$ cat src/rtl/lsb_pkg.sv
// lsb_pkg: shared types and constants for the in-order load/store queue.
//   - funct3 encodings for loads and stores
//   - memory access size enum, queue FSM state enum
//   - IO_BASE and the is_io_addr helper (used when LSB_IO_GUARD_EN is defined)
//   - ROB_TAG_W: width of ROB tags
package lsb_pkg;

  localparam int unsigned ROB_TAG_W = 5;
  localparam logic [31:0] IO_BASE   = 32'h0003_0000;

  localparam logic [2:0] F3_LB  = 3'b000;
  localparam logic [2:0] F3_LH  = 3'b001;
  localparam logic [2:0] F3_LW  = 3'b010;
  localparam logic [2:0] F3_LBU = 3'b100;
  localparam logic [2:0] F3_LHU = 3'b101;
  localparam logic [2:0] F3_SB  = 3'b000;
  localparam logic [2:0] F3_SH  = 3'b001;
  localparam logic [2:0] F3_SW  = 3'b010;

  typedef enum logic [1:0] {
    SzByte = 2'd0,
    SzHalf = 2'd1,
    SzWord = 2'd2
  } mem_size_e;

  typedef enum logic [0:0] {
    StIdle  = 1'b0,
    StIssue = 1'b1
  } lsb_state_e;

  // IO space is any address with bits [17:16] both set (>= 0x30000 in the low window).
  function automatic logic is_io_addr(input logic [31:0] addr);
    return (addr & IO_BASE) == IO_BASE;
  endfunction

endpackage

$ cat src/rtl/lsb_load_extend.sv
// lsb_load_extend: combinational load-data extension.
//   i_funct3 : load funct3 (LB/LH/LW/LBU/LHU)
//   i_raw    : raw memory data, LSB-aligned
//   o_value  : sign- or zero-extended 32-bit result
module lsb_load_extend
  import lsb_pkg::*;
(
  input  logic [2:0]  i_funct3,
  input  logic [31:0] i_raw,
  output logic [31:0] o_value
);

  always_comb begin
    o_value = i_raw;
    case (i_funct3)
      F3_LB:   o_value = {{24{i_raw[7]}}, i_raw[7:0]};
      F3_LH:   o_value = {{16{i_raw[15]}}, i_raw[15:0]};
      F3_LBU:  o_value = {24'b0, i_raw[7:0]};
      F3_LHU:  o_value = {16'b0, i_raw[15:0]};
      default: o_value = i_raw;
    endcase
  end

endmodule

$ cat src/rtl/lsb_mem_queue.sv
// lsb_mem_queue: in-order load/store queue. Entries are allocated at dispatch, receive
// address/data from the RS, and issue one at a time from the head to the memory controller.
// Loads broadcast on the LS CDB; stores issue only once the ROB has committed them.
// Ports:
//   clk_in, rst_in (async, active-high), rdy_in (global enable)
//   i_clear                         : flush all uncommitted entries
//   i_alloc_*  / o_lsb_full         : dispatch allocation at the tail
//   i_lsb_*                         : RS operand delivery (CAM on ROB tag)
//   i_rob_commit_*                  : ROB store commit (CAM on ROB tag)
//   o_st_addr_*                     : pulse when a store has address+data
//   o_mem_* / i_mem_*               : memory controller handshake
//   o_cdb_ls_*                      : load result broadcast
// Configuration macro LSB_IO_GUARD_EN: when defined, loads to IO space wait for ROB commit.
module lsb_mem_queue
  import lsb_pkg::*;
#(
  parameter int unsigned DEPTH = 8,
  parameter int unsigned IDX_W = 3
) (
  input  logic                 clk_in,
  input  logic                 rst_in,
  input  logic                 rdy_in,
  input  logic                 i_clear,
  input  logic                 i_alloc_ready,
  input  logic [3:0]           i_alloc_type,
  input  logic [ROB_TAG_W-1:0] i_alloc_rob_id,
  output logic                 o_lsb_full,
  input  logic                 i_lsb_rs_ready,
  input  logic [ROB_TAG_W-1:0] i_lsb_rob_id,
  input  logic [31:0]          i_lsb_st_value,
  input  logic [31:0]          i_lsb_ptr_value,
  input  logic                 i_rob_commit_st,
  input  logic [ROB_TAG_W-1:0] i_rob_commit_id,
  output logic                 o_st_addr_ready,
  output logic [ROB_TAG_W-1:0] o_st_addr_id,
  output logic                 o_mem_req,
  output logic                 o_mem_wr,
  output logic [31:0]          o_mem_addr,
  output logic [31:0]          o_mem_wdata,
  output logic [1:0]           o_mem_size,
  input  logic                 i_mem_done,
  input  logic [31:0]          i_mem_rdata,
  output logic                 o_cdb_ls_ready,
  output logic [ROB_TAG_W-1:0] o_cdb_ls_rob_id,
  output logic [31:0]          o_cdb_ls_value
);

  // Entry state
  logic [DEPTH-1:0]     r_valid, r_is_store, r_addr_rdy, r_committed;
  logic [2:0]           r_funct3 [DEPTH];
  logic [ROB_TAG_W-1:0] r_rob_id [DEPTH];
  logic [31:0]          r_addr   [DEPTH];
  logic [31:0]          r_data   [DEPTH];

  logic [IDX_W-1:0] r_head, r_tail;
  logic [IDX_W:0]   r_count;
  lsb_state_e       r_state, w_state_next;
  logic             r_discard;  // in-flight load was flushed; swallow its completion

  // Issued-op latch: memory outputs must not follow the head slot, which a post-flush
  // allocation may overwrite while a discarded load is still outstanding.
  logic                 r_mem_req, r_mem_wr;
  logic [31:0]          r_mem_addr, r_mem_wdata;
  mem_size_e            r_mem_size;
  logic [2:0]           r_iss_funct3;
  logic [ROB_TAG_W-1:0] r_iss_rob_id;

  logic                 r_st_rdy, r_cdb_rdy;
  logic [ROB_TAG_W-1:0] r_st_id, r_cdb_id;
  logic [31:0]          r_cdb_val;

  logic             w_full, w_load_ok, w_issue_ok, w_done, w_pop, w_drop, w_alloc;
  logic             w_commit_loads;
  logic [IDX_W:0]   w_surv;
  logic [IDX_W-1:0] w_head_nxt;
  logic [31:0]      w_ext;

  lsb_load_extend u_ext (
    .i_funct3 (r_iss_funct3),
    .i_raw    (i_mem_rdata),
    .o_value  (w_ext)
  );

`ifdef LSB_IO_GUARD_EN
  assign w_load_ok      = !is_io_addr(r_addr[r_head]) || r_committed[r_head];
  assign w_commit_loads = 1'b1;
`else
  assign w_load_ok      = 1'b1;
  assign w_commit_loads = 1'b0;
`endif

  assign w_full     = (r_count == (IDX_W+1)'(DEPTH));
  // Never start a speculative op in the same cycle it is being flushed.
  assign w_issue_ok = r_valid[r_head] && r_addr_rdy[r_head] &&
                      (r_is_store[r_head] ? r_committed[r_head] : w_load_ok) &&
                      !(i_clear && !r_committed[r_head]);
  assign w_done     = rdy_in && (r_state == StIssue) && i_mem_done;
  assign w_pop      = w_done && !r_discard;
  assign w_drop     = r_discard || (i_clear && !r_committed[r_head]);
  // A pop frees the head slot this cycle, so a full queue can still accept one alloc.
  assign w_alloc    = i_alloc_ready && !i_clear && (!w_full || w_pop);
  assign w_head_nxt = r_head + IDX_W'(w_pop);

  // Survivors of a flush: committed entries, minus the one popping this cycle.
  always_comb begin
    w_surv = '0;
    for (int i = 0; i < DEPTH; i++) begin
      if (r_valid[i] && r_committed[i] && !(w_pop && (IDX_W'(i) == r_head))) begin
        w_surv = w_surv + 1'b1;
      end
    end
  end

  always_comb begin
    w_state_next = r_state;
    case (r_state)
      StIdle:  if (w_issue_ok) w_state_next = StIssue;
      StIssue: if (i_mem_done) w_state_next = StIdle;
      default: w_state_next = StIdle;
    endcase
  end

  always_ff @(posedge clk_in or posedge rst_in) begin
    if (rst_in) r_state <= StIdle;
    else if (rdy_in) r_state <= w_state_next;
  end

  always_ff @(posedge clk_in or posedge rst_in) begin
    if (rst_in) begin
      r_valid      <= '0;
      r_is_store   <= '0;
      r_addr_rdy   <= '0;
      r_committed  <= '0;
      r_head       <= '0;
      r_tail       <= '0;
      r_count      <= '0;
      r_discard    <= 1'b0;
      r_mem_req    <= 1'b0;
      r_mem_wr     <= 1'b0;
      r_mem_addr   <= '0;
      r_mem_wdata  <= '0;
      r_mem_size   <= SzByte;
      r_iss_funct3 <= '0;
      r_iss_rob_id <= '0;
      r_st_rdy     <= 1'b0;
      r_st_id      <= '0;
      r_cdb_rdy    <= 1'b0;
      r_cdb_id     <= '0;
      r_cdb_val    <= '0;
    end else if (rdy_in) begin
      r_st_rdy  <= 1'b0;
      r_cdb_rdy <= 1'b0;

      if (r_state == StIdle && w_issue_ok) begin
        r_mem_req    <= 1'b1;
        r_mem_wr     <= r_is_store[r_head];
        r_mem_addr   <= r_addr[r_head];
        r_mem_wdata  <= r_data[r_head];
        r_mem_size   <= mem_size_e'(r_funct3[r_head][1:0]);
        r_iss_funct3 <= r_funct3[r_head];
        r_iss_rob_id <= r_rob_id[r_head];
      end

      if (w_done) begin
        r_mem_req <= 1'b0;
        r_discard <= 1'b0;
        if (!r_mem_wr && !w_drop) begin
          r_cdb_rdy <= 1'b1;
          r_cdb_id  <= r_iss_rob_id;
          r_cdb_val <= w_ext;
        end
      end else if (i_clear && r_state == StIssue && !r_committed[r_head]) begin
        r_discard <= 1'b1;
      end

      if (i_clear) begin
        for (int i = 0; i < DEPTH; i++) begin
          if (!r_committed[i]) r_valid[i] <= 1'b0;
        end
      end
      if (w_pop) r_valid[r_head] <= 1'b0;

      if (!i_clear) begin
        if (i_lsb_rs_ready) begin
          for (int i = 0; i < DEPTH; i++) begin
            if (r_valid[i] && r_rob_id[i] == i_lsb_rob_id) begin
              r_addr_rdy[i] <= 1'b1;
              if (r_is_store[i]) begin
                r_st_rdy <= 1'b1;
                r_st_id  <= i_lsb_rob_id;
              end
            end
          end
        end
        if (i_rob_commit_st) begin
          for (int i = 0; i < DEPTH; i++) begin
            if (r_valid[i] && r_rob_id[i] == i_rob_commit_id && (r_is_store[i] || w_commit_loads))
              r_committed[i] <= 1'b1;
          end
        end
        // Last so that an alloc into the slot being popped wins.
        if (w_alloc) begin
          r_valid[r_tail]     <= 1'b1;
          r_is_store[r_tail]  <= i_alloc_type[3];
          r_addr_rdy[r_tail]  <= 1'b0;
          r_committed[r_tail] <= 1'b0;
        end
      end

      r_head <= w_head_nxt;
      if (i_clear) begin
        r_tail  <= w_head_nxt + w_surv[IDX_W-1:0];
        r_count <= w_surv;
      end else begin
        r_tail  <= r_tail + IDX_W'(w_alloc);
        r_count <= r_count + (IDX_W+1)'(w_alloc) - (IDX_W+1)'(w_pop);
      end
    end
  end

  // Payload storage needs no reset; validity is tracked in the flag registers.
  always_ff @(posedge clk_in) begin
    if (rdy_in && !i_clear) begin
      if (i_lsb_rs_ready) begin
        for (int i = 0; i < DEPTH; i++) begin
          if (r_valid[i] && r_rob_id[i] == i_lsb_rob_id) begin
            r_addr[i] <= i_lsb_ptr_value;
            r_data[i] <= i_lsb_st_value;
          end
        end
      end
      if (w_alloc) begin
        r_funct3[r_tail] <= i_alloc_type[2:0];
        r_rob_id[r_tail] <= i_alloc_rob_id;
      end
    end
  end

  assign o_lsb_full      = w_full;
  assign o_st_addr_ready = r_st_rdy && rdy_in;
  assign o_st_addr_id    = r_st_id;
  assign o_mem_req       = r_mem_req;
  assign o_mem_wr        = r_mem_wr;
  assign o_mem_addr      = r_mem_addr;
  assign o_mem_wdata     = r_mem_wdata;
  assign o_mem_size      = r_mem_size;
  assign o_cdb_ls_ready  = r_cdb_rdy && rdy_in;
  assign o_cdb_ls_rob_id = r_cdb_id;
  assign o_cdb_ls_value  = r_cdb_val;

endmodule

$ cat config.mk
export PLATFORM = sky130hd
export DESIGN_NAME = lsb_mem_queue
export DESIGN_NICKNAME = d
export VERILOG_FILES = /design/src/rtl/lsb_pkg.sv /design/src/rtl/lsb_load_extend.sv /design/src/rtl/lsb_mem_queue.sv
export SDC_FILE = /design/constraint.sdc
export NUM_CORES = 1
export LEC_CHECK = 0
export BUFFER_PORTS_ARGS = -buffer_cell sky130_fd_sc_hd__buf_2
export CAP_MARGIN = 20
export CORE_UTILIZATION = 64
export CTS_CLUSTER_DIAMETER = 120
export DETAILED_ROUTE_END_ITERATION = 12
export PLACE_DENSITY = 0.83
export SETUP_SLACK_MARGIN = 0.4
export SYNTH_ARGS = -nofsm -noshare
export SYNTH_HDL_FRONTEND = slang
export SYNTH_SLANG_ARGS = --single-unit
$ cat constraint.sdc
create_clock -name clk_in -period 12 [get_ports clk_in]
set_input_delay 0 -clock clk_in [delete_from_list [all_inputs] [get_ports clk_in]]
set_output_delay 0 -clock clk_in [all_outputs]
set_load 0.05 [all_outputs]
==> flow_summary.json, run 1 <==
{
  "grt_pass1_vias": 17900,
  "via_per_inst": 6.24,
  "power.switching_mw": 1.50,
  "synthMuxAreaShare_pct": 14.9,
  "ys_seq_elements": 738,
  "cts_sinks": 738,
  "track_usage_pct": 29.9,
  "fin_crit_ps": 6170,
  "synth-xor-area-share_pct": 3.21,
  "use_met2_pct": 50.6,
  "async_reset_ff_share_pct": 22.0,
  "place_congestion": 0.930,
  "outcome": "complete, no violations",
  "synth-main-ff-cell": "edfxtp_1",
  "vias": 17000,
  "path_delay_family": "compound AO/OA/AOI/OAI gates",
  "syn_area_sq_mm": 0.0299,
  "synth_compound_area_share_pct": 3.93,
  "p_comb_share_pct": 12.4,
  "dieArea_sq_mm": 0.0476,
  "clockBufferDepth": 3,
  "syn_avg_cell_area_sq_um": 17.6,
  "portBuffers": 235,
  "final_common_cell": "edfxtp_1",
  "crit_cells": 21,
  "core_sq_mm": 0.0458,
  "rsz0062_at_grt": "no",
  "syn_nets": 1844,
  "start_util_pct": 65.3,
  "cp.arrival_ps": 6690,
  "synth_cell_types": 64,
  "nets": 2212,
  "grt_max_degree": 104,
  "seqPwrFrac_pct": 49.8,
  "stdcell_count": 2731,
  "gr-total-overflow": 0,
  "antenna_found_initial": 3,
  "slew_headroom_pct": 26.6,
  "r2r_cells": 21,
  "route.detailed.drc": 0,
  "ys_seq_area_share_pct": 71.4,
  "path_common_cell": "ha_1",
  "grt_most_used_layer": "met2",
  "worst_pin_slew_ps": 1100,
  "fillers": 2433,
  "critPathMaxFanout": 63,
  "fin_crit_sh_pct": 51.5,
  "cp-end-kind": "flop",
  "routed_wl_mm": 69.6,
  "ios": 236,
  "numCtsBuffers": 72,
  "slowest_stage": "dfrtp_4",
  "synth-simple-area-share_pct": 4.10,
  "hold_class": "primary input to flop",
  "fp.dieW_um": 218,
  "cp.buffers_inverters": 1,
  "pwr-share-clk_pct": 37.8,
  "timing_hold_violations_final": 0,
  "tritoncts": "done",
  "drv_cap": 0,
  "peakVddDrop_v": 0.000159,
  "place_hpwl_mm": 37.9,
  "synth-edff-count": 576,
  "crit_chain": "o31ai_1 > or2_2 > ha_1 > xnor2_4 > inv_1 > ha_1 > nand3_1 > a21oi_1 > o311a_1 > a2111oi_0 > mux2i_1 > ha_1 > o21a_1 > mux2i_1 > a31oi_1 > o31a_1 > fa_1 > xor2_1 > xnor2_1 > xnor3_1 > o221ai_2",
  "drt_pass1_iterations": 5,
  "drt_iter0_drc": 1532,
  "p_sw_share_pct": 25.3,
  "min_path_cells": 5,
  "grt_pass1_wl_mm": 105,
  "dp_cells": 2472,
  "layout_common_cells": "edfxtp_1, buf_2, dfrtp_1",
  "finalClockSkew_ps": 19.2,
  "r2r_slack_ps": 5830,
  "num_rows": 78,
  "h-tree-depth": 3,
  "clk_pin_slew_worst_paths_ps": 60,
  "grt_use_met1_pct": 39.2,
  "yosysWarnings": 0,
  "synth_cells": 1702,
  "drive_gt1_share_pct": 26.7,
  "drt-wirelength-per-cell_um": 25.5,
  "synthAdderAreaFrac_pct": 0.845,
  "cp.required_ps": 12520,
  "fp.dieH_um": 218,
  "synth_top_family_by_area": "multiplexers",
  "p_leak_nw": 12.8,
  "drtAntennaViolNets": 0,
  "max_clock_freq_ghz": 0.162,
  "slew_viol_final": 0,
  "power_density_mw_per_mm2": 167,
  "p_int_mw": 4.41,
  "gr-usage-met3_pct": 6.07,
  "finalSetupTns_ps": 0,
  "slowest_delay_ps": 970,
  "cts_root_buf": "clkbuf_16",
  "insertion_delay_ps": 610,
  "cp-start-kind": "flop",
  "area_growth_pct": 18.2,
  "path_class": "flop to flop",
  "setup_viol": 0
}
[power by group through the flow]
stage / logic, mW / registers [mW] / clock network [mW]
final: 0.732 / 2.94 / 2.23
after global routing: 0.788 / 2.95 / 2.34
after CTS: 0.728 / 2.94 / 2.25
after detailed placement: 0.686 / 2.99 / 0
after global placement: 0.668 / 2.99 / 0
after floorplan: 0.358 / 3.12 / 0
[cells in the mapped netlist (all sizes together) (11+ instances only)]
cell	number	area, sq um
nand3	22	110
nand2	111	417
mux4	149	3360
o21ai	97	485
nor2	67	251
edfxtp	576	17300
a31oi	11	68.8
ha	17	213
dfrtp	162	4050
buf	31	128
a21oi	50	265
mux2	26	293
xor2	47	412
nor3	13	65.1
clkbuf	61	229
xnor2	50	457
inv	28	108
mux2i	82	821
[path summary, 6_finish.rpt]
path,start,to
worst max-delay path,r_head[1]$_DFFE_PP0P_,r_tail[2]$_DFFE_PP0P_
worst min-delay path,i_alloc_ready,r_valid[2]$_DFFE_PP0P_
worst max register to register,r_head[1]$_DFFE_PP0P_,r_tail[2]$_DFFE_PP0P_
worst min register to register,r_cdb_rdy$_DFFE_PP0P_,r_cdb_rdy$_DFFE_PP0P_
max in group asynchronous,rst_in,o_mem_wdata[16]$_DFFE_PP0P_
min in group asynchronous,rst_in,o_cdb_ls_value[9]$_DFFE_PP0P_
[registers in the layout, summed over array words and instances, names as in the netlist, 2 cells and up]
register,count
o_cdb_ls_rob_id,5
o_cdb_ls_value,32
o_mem_addr,32
o_mem_wdata,32
o_st_addr_id,5
r_addr,256
r_addr_rdy,8
r_committed,8
r_count,4
r_data,256
r_funct3,24
r_head,3
r_is_store,8
r_iss_funct3,2
r_iss_rob_id,5
r_rob_id,40
r_tail,3
r_valid,8
[tightest hold or removal path, stage by stage]
cell,delay (ps)
buf_2,100
nand2b_1,90
a21oi_1,90
nand3b_1,230
o21ai_0,160
[through the flow]
stage	util, %	hold slack (ps)	area [sq um]	total power [mW]	worst slack (ps)
floorplan	-	98.9	29900	3.48	5870
global placement	69.4	54.4	31800	3.65	6020
detailed placement	69.4	65.0	31800	3.68	5800
CTS	77.1	83.7	35300	5.92	5770
global route	77.2	135	35300	6.09	5480
finish	77.2	108	35300	5.91	5830
[area by class of cell]
class                      instances  area [sq um]  share of cell area [%]
sequential                       738         21400                    60.4
multi-input combinational        844          8160                    23.1
tap                              600           751                    2.12
antenna                            2          5.00                  0.0142
timing repair buffer             386          2640                    7.47
clock inverter                    26           235                   0.665
inverter                          28           113                   0.319
clock buffer                     107          2090                    5.91
[layer usage]
metal | wire length (um) | part of all wire, %
met1 | 27300 | 39
met2 | 35600 | 51
met3 | 5120 | 7.4
met4 | 1550 | 2.2
met5 | 10 | 0.014
[cell families (layout without fill, tap and decap cells)]
kind of cell,after synthesis,after routing
xor+xnor,101,101
other cells,0,2
flops,738,738
buf+inv,120,547
simple gates,266,266
fa+ha+maj,19,19
compound gates,201,201
mux,257,257
[timing repair]
item | in CTS | in global routing
setup buffers | 0 | 0
resized for setup | 0 | 0
hold buffers | 122 | 0
hold endpoints to repair | 690 | 0
(Power assumes the default switching activity.)
==> run 2: changes to the inputs <==
- CORE_UTILIZATION: 64 -> 60
- PLACE_DENSITY: 0.83 -> 0.79
- clock period: 12 -> 6.05 ns (I/O delays scaled with it)
==> run 2 against run 1 <==
- power increased by 100%
- die area grew 6.6%
- via count grew 0.80%
- fmax up 15%
- sequential cell count did not move
- clock skew up 7.3 ps
- clock power is 100% higher
- critical path type unchanged
- design area increased by 1.0%
- global-route usage down 2.1 points
- critical path depth is the same
- utilization shrank 4.4 points
==> flow_summary.json, run 2 (synthesis gave the netlist of run 1 again) <==
{
  "path_class": "flop to flop",
  "seqPwrFrac_pct": 49.3,
  "nets": 2225,
  "num_rows": 81,
  "hold_class": "primary input to async pin",
  "finalSetupTns_ps": 0,
  "dpl_cell_area_sq_mm": 0.0319,
  "r2r_slack_ps": 660,
  "core_sq_mm": 0.0491,
  "r2r_cells": 21,
  "place_hpwl_mm": 38.8,
  "outcome": "complete, no violations",
  "cts_sinks": 738,
  "start_util_pct": 61.0,
  "h-tree-depth": 3,
  "cts_root_buf": "clkbuf_16",
  "timing_hold_violations_final": 0,
  "route.detailed.drc": 0,
  "slew_headroom_pct": 27.0,
  "numCtsBuffers": 74,
  "portBuffers": 235,
  "fin_area_sq_mm": 0.0357,
  "drt-wirelength-per-cell_um": 24.5,
  "area_growth_pct": 19.5,
  "setup_viol": 0,
  "clockBufferDepth": 3,
  "dieArea_sq_mm": 0.0507,
  "power_density_mw_per_mm2": 330,
  "cp-end-kind": "flop",
  "gr-total-overflow": 0,
  "power.switching_mw": 2.99,
  "p_total_mw": 11.8,
  "routed_wl_mm": 69.0,
  "r2r_end": "r_tail[2]$_DFFE_PP0P_",
  "place_congestion": 0.982,
  "p_leak_nw": 12.9,
  "cp.arrival_ps": 5900,
  "max_clock_freq_ghz": 0.186,
  "drtAntennaViolNets": 0,
  "p_comb_share_pct": 12.7,
  "pwr-share-clk_pct": 38.0,
  "reg_top3": "r_addr x256, r_data x256, r_rob_id x40",
  "finalClockSkew_ps": 26.6,
  "fp.dieH_um": 225,
  "clk_pin_slew_worst_paths_ps": 60,
  "rsz0062_at_grt": "no",
  "p_sw_share_pct": 25.4,
  "fillers": 2939,
  "drive_gt1_share_pct": 27.2,
  "track_usage_pct": 27.9,
  "peakVddDrop_v": 0.000281,
  "grt_pass1_wl_mm": 105,
  "final_core_util_pct": 72.8,
  "drt_iter0_drc": 1404,
  "vias": 17200,
  "drt_pass1_iterations": 5,
  "multi_input_area_sq_mm": 0.00823,
  "final_common_cell": "edfxtp_1",
  "fp.dieW_um": 225,
  "ios": 236,
  "fin_crit_sh_pct": 89.1,
  "insertion_delay_ps": 620,
  "p_int_mw": 8.80,
  "final-seq-area_sq_mm": 0.0214,
  "critPathMaxFanout": 30,
  "worst_pin_slew_ps": 1090,
  "grt_max_degree": 164,
  "drv_cap": 0,
  "slew_viol_final": 0,
  "cp-start-kind": "flop",
  "fin_crit_ps": 5390,
  "reg2reg_from": "r_head[2]$_DFFE_PP0P_",
  "layout_common_cells": "edfxtp_1, buf_2, dfrtp_1",
  "via_per_inst": 6.11,
  "grt_pass1_vias": 17900,
  "cp.required_ps": 6560,
  "antenna_found_initial": 5,
  "tritoncts": "done"
}
## run 2: cell types whose count changed in the layout (fill, tap and decap cells not counted), sizes merged
| cell | before | now |
|---|---|---|
| buf | 264 | 274 |
| clkbuf | 107 | 112 |
| clkinv | 17 | 22 |
| clkinvlp | 2 | 0 |
| diode | 2 | 4 |
| dlygate4sd3 | 122 | 123 |
| inv | 32 | 28 |
## run 2: how the worst max path moves through the flow
stage / cells past startpoint / from / end
floorplan: 26 / r_head[0]$_DFFE_PP0P_ / r_tail[2]$_DFFE_PP0P_
global placement: 25 / r_state$_DFFE_PP0P_ / r_tail[2]$_DFFE_PP0P_
detailed placement: 25 / r_state$_DFFE_PP0P_ / r_tail[2]$_DFFE_PP0P_
CTS: 25 / r_discard$_DFFE_PP0P_ / r_tail[2]$_DFFE_PP0P_
global route: 21 / r_head[2]$_DFFE_PP0P_ / r_tail[2]$_DFFE_PP0P_
finish: 21 / r_head[2]$_DFFE_PP0P_ / r_tail[2]$_DFFE_PP0P_
## run 2: final cells by class
type,instances,share of cell area (%)
Clock buffer,112,5.93
Inverter,28,0.343
Sequential cell,738,59.8
Clock inverter,25,0.802
Tap cell,664,2.33
Multi-Input combinational cell,844,23.0
Antenna cell,4,0.0280
Timing Repair Buffer,397,7.72
## run 2: power groups by stage
| stage | combinational (mW) | clock [mW] | sequential, mW |
|---|---|---|---|
| 2_1_floorplan | 0.712 | 0 | 6.18 |
| 3_3_place_gp | 1.36 | 0 | 5.90 |
| 3_5_place_dp | 1.40 | 0 | 5.90 |
| 4_1_cts | 1.48 | 4.55 | 5.81 |
| 5_1_grt | 1.61 | 4.72 | 5.83 |
| 6_report | 1.49 | 4.48 | 5.82 |
## run 2: metal layers
metal / global-route usage [%] / part of all wire, % / wire length (um) / vias to the layer above
li1: - / - / - / 7392
met1: 37.4 / 39 / 27000 / 8786
met2: 45.7 / 50 / 34400 / 841
met3: 5.88 / 8.1 / 5600 / 155
met4: 9.63 / 2.8 / 1960 / 4
met5: 0 / 0.039 / 27 / -
## run 2: worst max-delay path, cell delays in order, from the launching register on
cell and delay, ps:
dfrtp_4 620, buf_6 300, nor3b_4 360, a21o_1 330
nand2_1 90, o21ai_0 160, ha_1 340, nand3_1 140
a21oi_4 60, o311a_1 390, a2111oi_4 260, mux2i_1 150
ha_1 310, o21a_1 220, mux2i_1 220, a31oi_1 70
o31a_1 160, fa_1 380, xor2_1 170, xnor2_1 140
xnor3_1 250, o221ai_2 150
## run 2: timing repair
item | in CTS | in global routing
gates resized for setup | 5 | 14
endpoints found under the hold margin | 708 | 0
setup endpoints to repair | 2 | 2
setup buffers | 0 | 1
pin swaps | 1 | 2
hold buffers | 123 | 0
## run 2: through the flow
step | instances | setup WS (ps) | hold slack (ps)
after detailed placement | 2543 | 12.2 | 137
after global placement | 2543 | 423 | 135
after global routing | 2811 | 422 | 67.9
after floorplan | 1702 | 403 | 98.9
final | 2812 | 662 | 33.1
after CTS | 2803 | 404 | 18.6
==> run 3: changes to the inputs <==
- CORE_UTILIZATION: 60 -> 54
- PLACE_DENSITY: 0.79 -> 0.75
- clock period: 6.05 -> 4.9 ns (I/O delays scaled with it)
==> run 3 against run 2 <==
- global-route usage shrank 3.3 points
- combinational power up 26%
- design area up 1.2%
- sequential share of layout area down 0.72 points
- critical endpoint unchanged
- largest power group unchanged
- highest routed layer unchanged
==> flow_summary.json, run 3 (synthesis gave the netlist of run 1 again) <==
{
  "grt_pass1_wl_mm": 104,
  "cp-end-kind": "flop",
  "fin_crit_ps": 4890,
  "gr-total-overflow": 0,
  "r2r_slack_ps": 10,
  "reg2reg_from": "r_discard$_DFFE_PP0P_",
  "timing_hold_violations_final": 0,
  "r2r_cells": 24,
  "area_growth_pct": 20.9,
  "nets": 2239,
  "multi_input_area_sq_mm": 0.00830,
  "p_sw_share_pct": 24.9,
  "finalClockSkew_ps": 26.0,
  "hold_ws_ps": 47.8,
  "rsz0062_at_grt": "yes",
  "core_sq_mm": 0.0542,
  "slew_viol_final": 0,
  "portBuffers": 235,
  "stdcell_count": 2857,
  "final_core_util_pct": 66.6,
  "path_delay_family": "XOR/XNOR gates",
  "drt_pass1_iterations": 5,
  "pre_cts_slack_ps": -154,
  "tritoncts": "done",
  "critPathMaxFanout": 3,
  "crit_path_end": "r_tail[2]$_DFFE_PP0P_",
  "track_usage_pct": 24.6,
  "route.detailed.drc": 0,
  "peakVddDrop_v": 0.000433,
  "via_per_inst": 5.89,
  "slowest_delay_ps": 390,
  "drive_gt1_share_pct": 28.5,
  "r2r_end": "r_tail[2]$_DFFE_PP0P_",
  "num_rows": 85,
  "crit_cells": 24,
  "p_int_mw": 11.2,
  "seqPwrFrac_pct": 48.3,
  "power_density_mw_per_mm2": 411,
  "fin_area_sq_mm": 0.0361,
  "cts_sinks": 738,
  "setup_viol": 0,
  "p_total_mw": 14.9,
  "cp.required_ps": 5420,
  "layout_setup_ws_ps": 11.5,
  "dp_cells": 2582,
  "numCtsBuffers": 74,
  "slew_headroom_pct": 28.8,
  "start_util_pct": 55.1,
  "p_comb_share_pct": 12.7,
  "clockBufferDepth": 3,
  "crit_start": "r_discard$_DFFE_PP0P_",
  "max_clock_freq_ghz": 0.205,
  "grt_max_degree": 148,
  "drt-wirelength-per-cell_um": 23.6,
  "crit_chain": "nand4b_4 > inv_4 > nand2b_4 > o31ai_4 > nor2_2 > inv_2 > ha_4 > xnor2_4 > buf_4 > buf_4 > xnor2_1 > inv_1 > ha_1 > xnor3_1 > nor3_1 > a211oi_2 > ha_1 > a31oi_1 > o31a_1 > fa_2 > xor2_1 > xnor2_1 > xnor3_1 > o221ai_2",
  "reg_top3": "r_addr x256, r_data x256, r_rob_id x40",
  "fin_crit_sh_pct": 99.8,
  "layout_common_cells": "edfxtp_1, buf_2, dfrtp_1",
  "drt_iter0_drc": 1538,
  "worst_pin_slew_ps": 1060,
  "vias": 16800,
  "cp.arrival_ps": 5410,
  "dieArea_sq_mm": 0.0563,
  "final-seq-area_sq_mm": 0.0214,
  "fp.dieW_um": 237,
  "drv_cap": 0,
  "ios": 236,
  "drtAntennaViolNets": 0,
  "dpl_cell_area_sq_mm": 0.0322,
  "clk_pin_slew_worst_paths_ps": 60,
  "pwr-share-clk_pct": 39.0,
  "insertion_delay_ps": 620,
  "antenna_found_initial": 6,
  "path_class": "flop to flop",
  "hold_class": "primary input to flop",
  "cp-start-kind": "flop",
  "slowest_stage": "dfrtp_1",
  "p_leak_nw": 13.1,
  "cts_root_buf": "clkbuf_16",
  "h-tree-depth": 3,
  "cp.buffers_inverters": 5,
  "place_hpwl_mm": 37.8,
  "power.switching_mw": 3.70,
  "place_congestion": 0.889,
  "fp.dieH_um": 237,
  "finalSetupTns_ps": 0,
  "final_common_cell": "edfxtp_1",
  "outcome": "complete, no violations",
  "routed_wl_mm": 67.5,
  "fillers": 3605,
  "grt_pass1_vias": 17700
}
run 3: cell count changes in the layout (fill, tap and decap cells not counted), moves of 5 or more:
cell and change:
bufinv_16 +6, buf_12 +5, clkinv_1 +8, clkbuf_8 -5, buf_4 +6, clkinv_2 +9
clkbuf_1 -16
run 3: how the worst min path moves through the flow:
stage | startpoint | to | slack [ps] | cells after the start
6_report | i_rob_commit_st | r_committed[4]$_DFFE_PP0P_ | 50 | 4
3_5_place_dp | rst_in | o_cdb_ls_value[0]$_DFFE_PP0P_ | 200 | 2
5_1_grt | i_rob_commit_st | r_committed[6]$_DFFE_PP0P_ | 70 | 4
3_3_place_gp | rst_in | o_cdb_ls_value[3]$_DFFE_PP0P_ | 200 | 2
2_1_floorplan | i_lsb_ptr_value[0] | r_addr[0][0]$_DFFE_PP_ | 100 | 0
4_1_cts | i_rob_commit_st | r_committed[1]$_DFFE_PP0P_ | 10 | 4
run 3: repair_timing:
item,in CTS,in global routing
gates cloned,1,0
setup buffers,7,2
resized for setup,6,4
endpoints found under the setup margin,3,50
endpoints found under the hold margin,720,0
hold buffers,122,0
pin swaps,13,2
run 3: power groups by stage:
stage / Clock, mW / Combinational, mW / Sequential [mW]
floorplan: 0 / 0.916 / 7.64
global placement: 0 / 1.71 / 7.29
detailed placement: 0 / 1.75 / 7.31
CTS: 5.90 / 1.88 / 7.18
global route: 6.13 / 2.03 / 7.21
finish: 5.80 / 1.88 / 7.19
run 3: layout make-up:
class,instances,share of cell area (%)
clock inverter,44,1.29
sequential,738,59.1
clock buffer,93,5.64
antenna,3,0.0208
timing repair buffer,411,8.28
inverter,28,0.312
tap,696,2.41
multi-input combinational,844,23.0
run 3: metal layers:
| metal | share of wire, % | vias up | track usage (%) |
|---|---|---|---|
| li1 | - | 7406 | - |
| met1 | 41 | 8696 | 33.3 |
| met2 | 50 | 628 | 41.1 |
| met3 | 6.5 | 104 | 4.85 |
| met4 | 1.9 | 8 | 6.49 |
| met5 | 0.068 | - | 0 |
run 3: worst register-to-register path, cell delays in order (launching register included):
cell      delay (ps)
dfrtp_1          390
nand4b_4         220
inv_4            120
nand2b_4          70
o31ai_4          200
nor2_2            70
inv_2             90
ha_4             220
xnor2_4          140
buf_4            130
buf_4            140
xnor2_1          260
inv_1             90
ha_1             320
xnor3_1          390
nor3_1            60
a211oi_2         290
ha_1             320
a31oi_1          150
o31a_1           210
fa_2             210
xor2_1           170
xnor2_1          150
xnor3_1          260
o221ai_2         140
